`src/rtl/divider_sequencer.sv`:
```
// Programmable divide-by-N tick sequencer (start/stop, bursts, safe divisor reload); start->first y in 1 cycle,
// stop->IDLE within div_cur cycles; no backpressure, y is a free-running 1-cycle enable to consumers.
module divider_sequencer #(
  parameter int CNT_W   = 8,
  parameter int BURST_W = 8
) (
  input  logic               clk,
  input  logic               reset,
  input  logic               start,
  input  logic               stop,
  input  logic [BURST_W-1:0] burst_len,
  input  logic               div_wr,
  input  logic [CNT_W-1:0]   div_in,
  output logic               y,
  output logic               busy,
  output logic               done,
  output logic [CNT_W-1:0]   div_cur,
  output logic               div_err
);

  typedef enum logic [1:0] {S_IDLE, S_RUN, S_DRAIN} state_t;

  localparam logic [CNT_W-1:0]   CNT_ONE   = CNT_W'(1);
  localparam logic [CNT_W-1:0]   DIV_RST   = CNT_W'(3);
  localparam logic [BURST_W-1:0] BURST_ONE = BURST_W'(1);

  state_t             state_q, state_d;
  logic [CNT_W-1:0]   cnt_q, cnt_d;
  logic [BURST_W-1:0] tick_cnt_q, tick_cnt_d;
  logic [BURST_W-1:0] burst_q, burst_d;
  logic [CNT_W-1:0]   div_cur_q, div_cur_d;
  logic               pend_vld_q, pend_vld_d;
  logic [CNT_W-1:0]   pend_div_q, pend_div_d;
  logic               done_q, done_d;
  logic               div_err_q, div_err_d;

  logic               y_int;
  logic               wrap;
  logic               div_ok;
  logic [BURST_W-1:0] tick_nxt;
  logic               burst_end;

  always_comb begin
    state_d    = state_q;
    cnt_d      = cnt_q;
    tick_cnt_d = tick_cnt_q;
    burst_d    = burst_q;
    div_cur_d  = div_cur_q;
    pend_vld_d = pend_vld_q;
    pend_div_d = pend_div_q;
    done_d     = 1'b0;
    div_err_d  = div_wr && (div_in == '0);

    y_int  = (state_q == S_RUN) && (cnt_q == '0);
    wrap   = (state_q != S_IDLE) && (cnt_q == div_cur_q - CNT_ONE);
    div_ok = div_wr && (div_in != '0);
    // Count this cycle's tick before the burst test so N=1 (tick on every wrap) emits exactly burst_len ticks.
    tick_nxt  = (y_int && (tick_cnt_q != '1)) ? tick_cnt_q + BURST_ONE : tick_cnt_q;
    burst_end = (burst_q != '0) && (tick_nxt == burst_q);

    case (state_q)
      S_IDLE: begin
        pend_vld_d = 1'b0;
        if (div_ok) div_cur_d = div_in;
        if (start && !stop) begin
          state_d    = S_RUN;
          cnt_d      = '0;
          tick_cnt_d = '0;
          burst_d    = burst_len;
        end
      end
      S_RUN, S_DRAIN: begin
        tick_cnt_d = tick_nxt;
        if (div_ok) begin
          pend_vld_d = 1'b1;
          pend_div_d = div_in;
        end
        if (wrap) begin
          cnt_d      = '0;
          pend_vld_d = 1'b0;
          // A write landing on the wrap edge wins over any older pending value.
          if (div_ok)          div_cur_d = div_in;
          else if (pend_vld_q) div_cur_d = pend_div_q;
          if (burst_end || stop || (state_q == S_DRAIN)) begin
            state_d = S_IDLE;
            done_d  = 1'b1;
          end
        end else begin
          cnt_d = cnt_q + CNT_ONE;
          if ((state_q == S_RUN) && stop) state_d = S_DRAIN;
        end
      end
      default: state_d = S_IDLE;
    endcase
  end

  always_ff @(posedge clk) begin
    if (reset) begin
      state_q    <= S_IDLE;
      cnt_q      <= '0;
      tick_cnt_q <= '0;
      burst_q    <= '0;
      div_cur_q  <= DIV_RST;
      pend_vld_q <= 1'b0;
      pend_div_q <= '0;
      done_q     <= 1'b0;
      div_err_q  <= 1'b0;
    end else begin
      state_q    <= state_d;
      cnt_q      <= cnt_d;
      tick_cnt_q <= tick_cnt_d;
      burst_q    <= burst_d;
      div_cur_q  <= div_cur_d;
      pend_vld_q <= pend_vld_d;
      pend_div_q <= pend_div_d;
      done_q     <= done_d;
      div_err_q  <= div_err_d;
    end
  end

  assign y       = y_int;
  assign busy    = (state_q != S_IDLE);
  assign done    = done_q;
  assign div_cur = div_cur_q;
  assign div_err = div_err_q;

endmodule
```
`config.mk`:
```
export PLATFORM = sky130hd
export DESIGN_NAME = divider_sequencer
export DESIGN_NICKNAME = d
export VERILOG_FILES = /design/src/rtl/divider_sequencer.sv
export SDC_FILE = /design/constraint.sdc
export NUM_CORES = 1
export LEC_CHECK = 0
export BUFFER_PORTS_ARGS = -buffer_cell sky130_fd_sc_hd__buf_2
export CAP_MARGIN = 15
export CORE_ASPECT_RATIO = 0.8
export CORE_MARGIN = 4
export CORE_UTILIZATION = 50
export CTS_CLUSTER_DIAMETER = 100
export DETAILED_ROUTE_END_ITERATION = 10
export PLACE_DENSITY = 0.7
export SLEW_MARGIN = 25
export SYNTH_ARGS = -nofsm -noshare
export SYNTH_HDL_FRONTEND = slang
export SYNTH_SLANG_ARGS = --single-unit
```
`constraint.sdc`:
```
create_clock -name clk -period 3.4 [get_ports clk]
set_input_delay 0.34 -clock clk [delete_from_list [all_inputs] [get_ports clk]]
set_output_delay 0.34 -clock clk [all_outputs]
set_load 0.01 [all_outputs]
```
==> results.sh <==
export IMPL_slew_headroom=0.458
export IMPL_crit_path_start="div_cur[0]"
export IMPL_pwr_share_comb=0.462
export IMPL_status="finished clean"
export IMPL_fmax_ghz=0.340
export IMPL_cts_root_buf="clkbuf_8"
export IMPL_synth_fp_nets=370
export IMPL_antenna_found_initial=0
export IMPL_dp_hpwl_um=4850
export IMPL_drc=0
export IMPL_drive_gt1_frac=0.159
export IMPL_cp_cell_sequence="inv_1 > ha_1 > or3b_4 > or4_4 > a21oi_2 > o2111ai_4 > or3_1 > o31a_2 > mux2_4"
export IMPL_async_flop_share=0
export IMPL_tns_ns=0
export IMPL_cts_htree_levels=2
export IMPL_vdd_drop_max_mv=0.361
export IMPL_start_util=0.514
export IMPL_crit_arrival_ns=3.13
export IMPL_worst_setup_path_end_kind="flip-flop"
export IMPL_reg2reg_to="state_q[1]"
export IMPL_final_max_slew_viol_count=0
export IMPL_finalSetupViolations=0
export IMPL_routabilityCongestion=1.03
export IMPL_p_per_area_mw_per_mm2=643
export IMPL_synthSimpleGateAreaFrac=0.286
export IMPL_cap_viol_max_count=0
export IMPL_hold_depth=3
export IMPL_area_growth_pct=11.0
export IMPL_io_pins=33
export IMPL_yosysSeqAreaShare=0.322
export IMPL_vias=2467
export IMPL_post_route_period_util=0.865
export IMPL_cts_buffer_depth=2
export IMPL_synth_top_cells_by_area="dfxtp_1, mux2i_1, xnor2_1, a21oi_1, nor2_1"
export IMPL_numClockSinks=45
export IMPL_grt_max_degree=45
export IMPL_portBuffers=32
export IMPL_cp_start_kind="flip-flop"
export IMPL_wl_um=6490
export IMPL_min_from="burst_len[7]"
export IMPL_synth_fa_ha_area_frac=0.0358
export IMPL_synth_area_mux_share=0.0819
export IMPL_vias_per_cell=5.57
export IMPL_crit_fanout=7
export IMPL_swShare=0.418
export IMPL_worstSkewPairLatency_ns=0.29
export IMPL_yosysUniqueCellTypes=56
export IMPL_clkPwrFrac=0.183
export IMPL_ant_nets=0
export IMPL_netlist_area_mm2=0.00280
export IMPL_dieArea_mm2=0.00686
export IMPL_die_h_um=74.9
export IMPL_slowest_delay_ns=0.43
export IMPL_worst_pin_slew_ns=0.813
export IMPL_r2r_cells=9
export IMPL_internal_power_w=0.00116
export IMPL_power_leakage_nw=1.25
export IMPL_min_path_type="input pin to flip-flop"
export IMPL_core_area_mm2=0.00544
export IMPL_crit_slowest_cell="or4_4"
export IMPL_grt_pass1_wl_um=10800
export IMPL_synth_compound_area_share=0.162
export IMPL_path_clk_slew_ns=0.09
export IMPL_crit_required_ns=3.59
export IMPL_netlist_instances=341
export IMPL_whs_ns=0.271
export IMPL_grt_ovfl_total=0
export IMPL_cts_setup_buffers=0
export IMPL_cts_hold_buffers=0
export IMPL_r2r_slack_ns=0.46
export IMPL_synth_flop_cell="dfxtp_1"
export IMPL_synth_edf_count=0
export IMPL_skew_ns=0.00419
export IMPL_track_usage=0.195
export IMPL_ys_ff_latch=45
export IMPL_final_util=0.571
export IMPL_hold_end="burst_q[7]"
export IMPL_seq_power_share=0.355
export IMPL_synth_xor_area_share=0.0658
export IMPL_antenna_cells=0
export IMPL_period_needed_ns=2.94
export IMPL_initialDrtViolationCount=185
export IMPL_cts_resized=0
export IMPL_synth_largest_area_cell="dfxtp_1"
export IMPL_num_rows=24
export IMPL_routedWlPerCell_um=14.7
export IMPL_synth_top_family_by_area="simple AND/OR/NAND/NOR gates"
export IMPL_crit_type="flip-flop to flip-flop"
export IMPL_die_x_um=91.6
export IMPL_dr_pass1_iters=4
export IMPL_nNetsFinal=393
export IMPL_cts_inserted_buffers=5
export IMPL_grt_pass1_vias=2148
export IMPL_regToRegStartpoint="div_cur[0]"
export IMPL_rsz0062_at_grt="no"
export IMPL_switchingPower_w=0.000835
export IMPL_cts_tree="yes"
export IMPL_avgSynthCellArea_um2=8.20
export IMPL_finalHoldViolCount=0
export IMPL_synth_top_area_frac=0.322
export IMPL_synth_warnings=0
-- placed cells by master (no fill, tap or decap), types with 3 or more instances in the layout --
master,n
nor2_1,31
ha_1,8
nand2b_1,8
clkbuf_8,7
mux2i_1,18
nor4_1,7
a21oi_1,24
buf_4,3
nand2_1,29
buf_2,32
inv_1,14
nand4_1,9
nor3_1,13
nand3_1,17
xor2_1,4
xnor2_1,17
nor4_2,3
nor2b_1,4
o21ai_0,10
a211oi_1,7
o211ai_1,3
dfxtp_1,45
and2_1,8
-- power by group through the flow --
| stage | combinational (W) | clock, W | sequential, W |
|---|---|---|---|
| 3_3_place_gp | 0.000907 | 0 | 0.000716 |
| 4_1_cts | 0.000919 | 0.000376 | 0.000709 |
| 3_5_place_dp | 0.000911 | 0 | 0.000722 |
| 5_1_grt | 0.00102 | 0.000401 | 0.000725 |
| 2_1_floorplan | 0.000680 | 0 | 0.000716 |
| 6_report | 0.000923 | 0.000365 | 0.000708 |
-- critical path: cells and delay by family (launching register included) --
kind / cells / cell delay, ns
AO/OA/AOI/OAI: 3 / 0.75
adder cells (fa/ha/maj): 1 / 0.17
buffers and inverters: 1 / 0.07
flip-flops: 1 / 0.36
multiplexers: 1 / 0.30
AND/OR/NAND/NOR: 3 / 1.19
-- kinds of logic (layout without fill, tap and decap cells) --
group / after synthesis / count (layout)
AOI/OAI and AO/OA: 66 / 66
xor gates and xnor gates: 21 / 21
adders and majority gates: 8 / 8
buffers and inverters: 33 / 57
DFF: 45 / 45
muxes: 22 / 22
and+or+nand+nor: 146 / 146
-- per-layer routing --
layer | GRT usage | share of wire | up-vias
li1 | - | - | 1274
met2 | 0.274 | 0.41 | 61
met4 | 0.0401 | 0.0085 | 0
met5 | 0 | 0 | -
met3 | 0.0480 | 0.055 | 7
met1 | 0.300 | 0.52 | 1125
-- synth_stat cells, drive strengths merged, types with 7 or more instances --
| cell | number |
|---|---|
| dfxtp | 45 |
| nor2 | 31 |
| nand2 | 29 |
| a21oi | 25 |
| mux2i | 18 |
| clkbuf | 17 |
| nand3 | 17 |
| xnor2 | 17 |
| inv | 14 |
| nor3 | 13 |
| nor4 | 11 |
| o21ai | 10 |
| nand4 | 9 |
| and2 | 8 |
| ha | 8 |
| nand2b | 8 |
| a211oi | 7 |
-- cell type report --
| type | instances | area [µm²] |
|---|---|---|
| fill | 512 | 2330 |
| multi-input combinational | 263 | 1770 |
| sequential | 45 | 901 |
| timing repair buffer | 35 | 183 |
| tap | 78 | 97.6 |
| clock buffer | 7 | 96.3 |
| inverter | 14 | 52.6 |
| clock inverter | 1 | 5.00 |
-- registers in the layout, indices dropped and copies added (netlist names) --
signal      flops
burst_q         8
cnt_q           8
div_cur         8
div_err         1
done            1
pend_div_q      8
pend_vld_q      1
state_q         2
tick_cnt_q      8
-- through the flow --
| step | area [µm²] | setup WS [ns] | power [W] | instances |
|---|---|---|---|---|
| after CTS | 3100 | 0.457 | 0.00200 | 443 |
| after global placement | 3000 | 0.518 | 0.00162 | 435 |
| final | 3100 | 0.459 | 0.00200 | 443 |
| after detailed placement | 3000 | 0.474 | 0.00163 | 435 |
| after global routing | 3100 | 0.293 | 0.00215 | 443 |
| after floorplan | 2800 | 0.549 | 0.00140 | 341 |
-- worst max-delay path by stage --
| stage | endpoint | cells after the start |
|---|---|---|
| after CTS | state_q[1] | 9 |
| final | state_q[1] | 9 |
| after detailed placement | state_q[1] | 9 |
| after floorplan | state_q[1] | 9 |
| after global routing | state_q[1] | 7 |
| after global placement | state_q[1] | 9 |
Power figures use the tool's default switching activity.
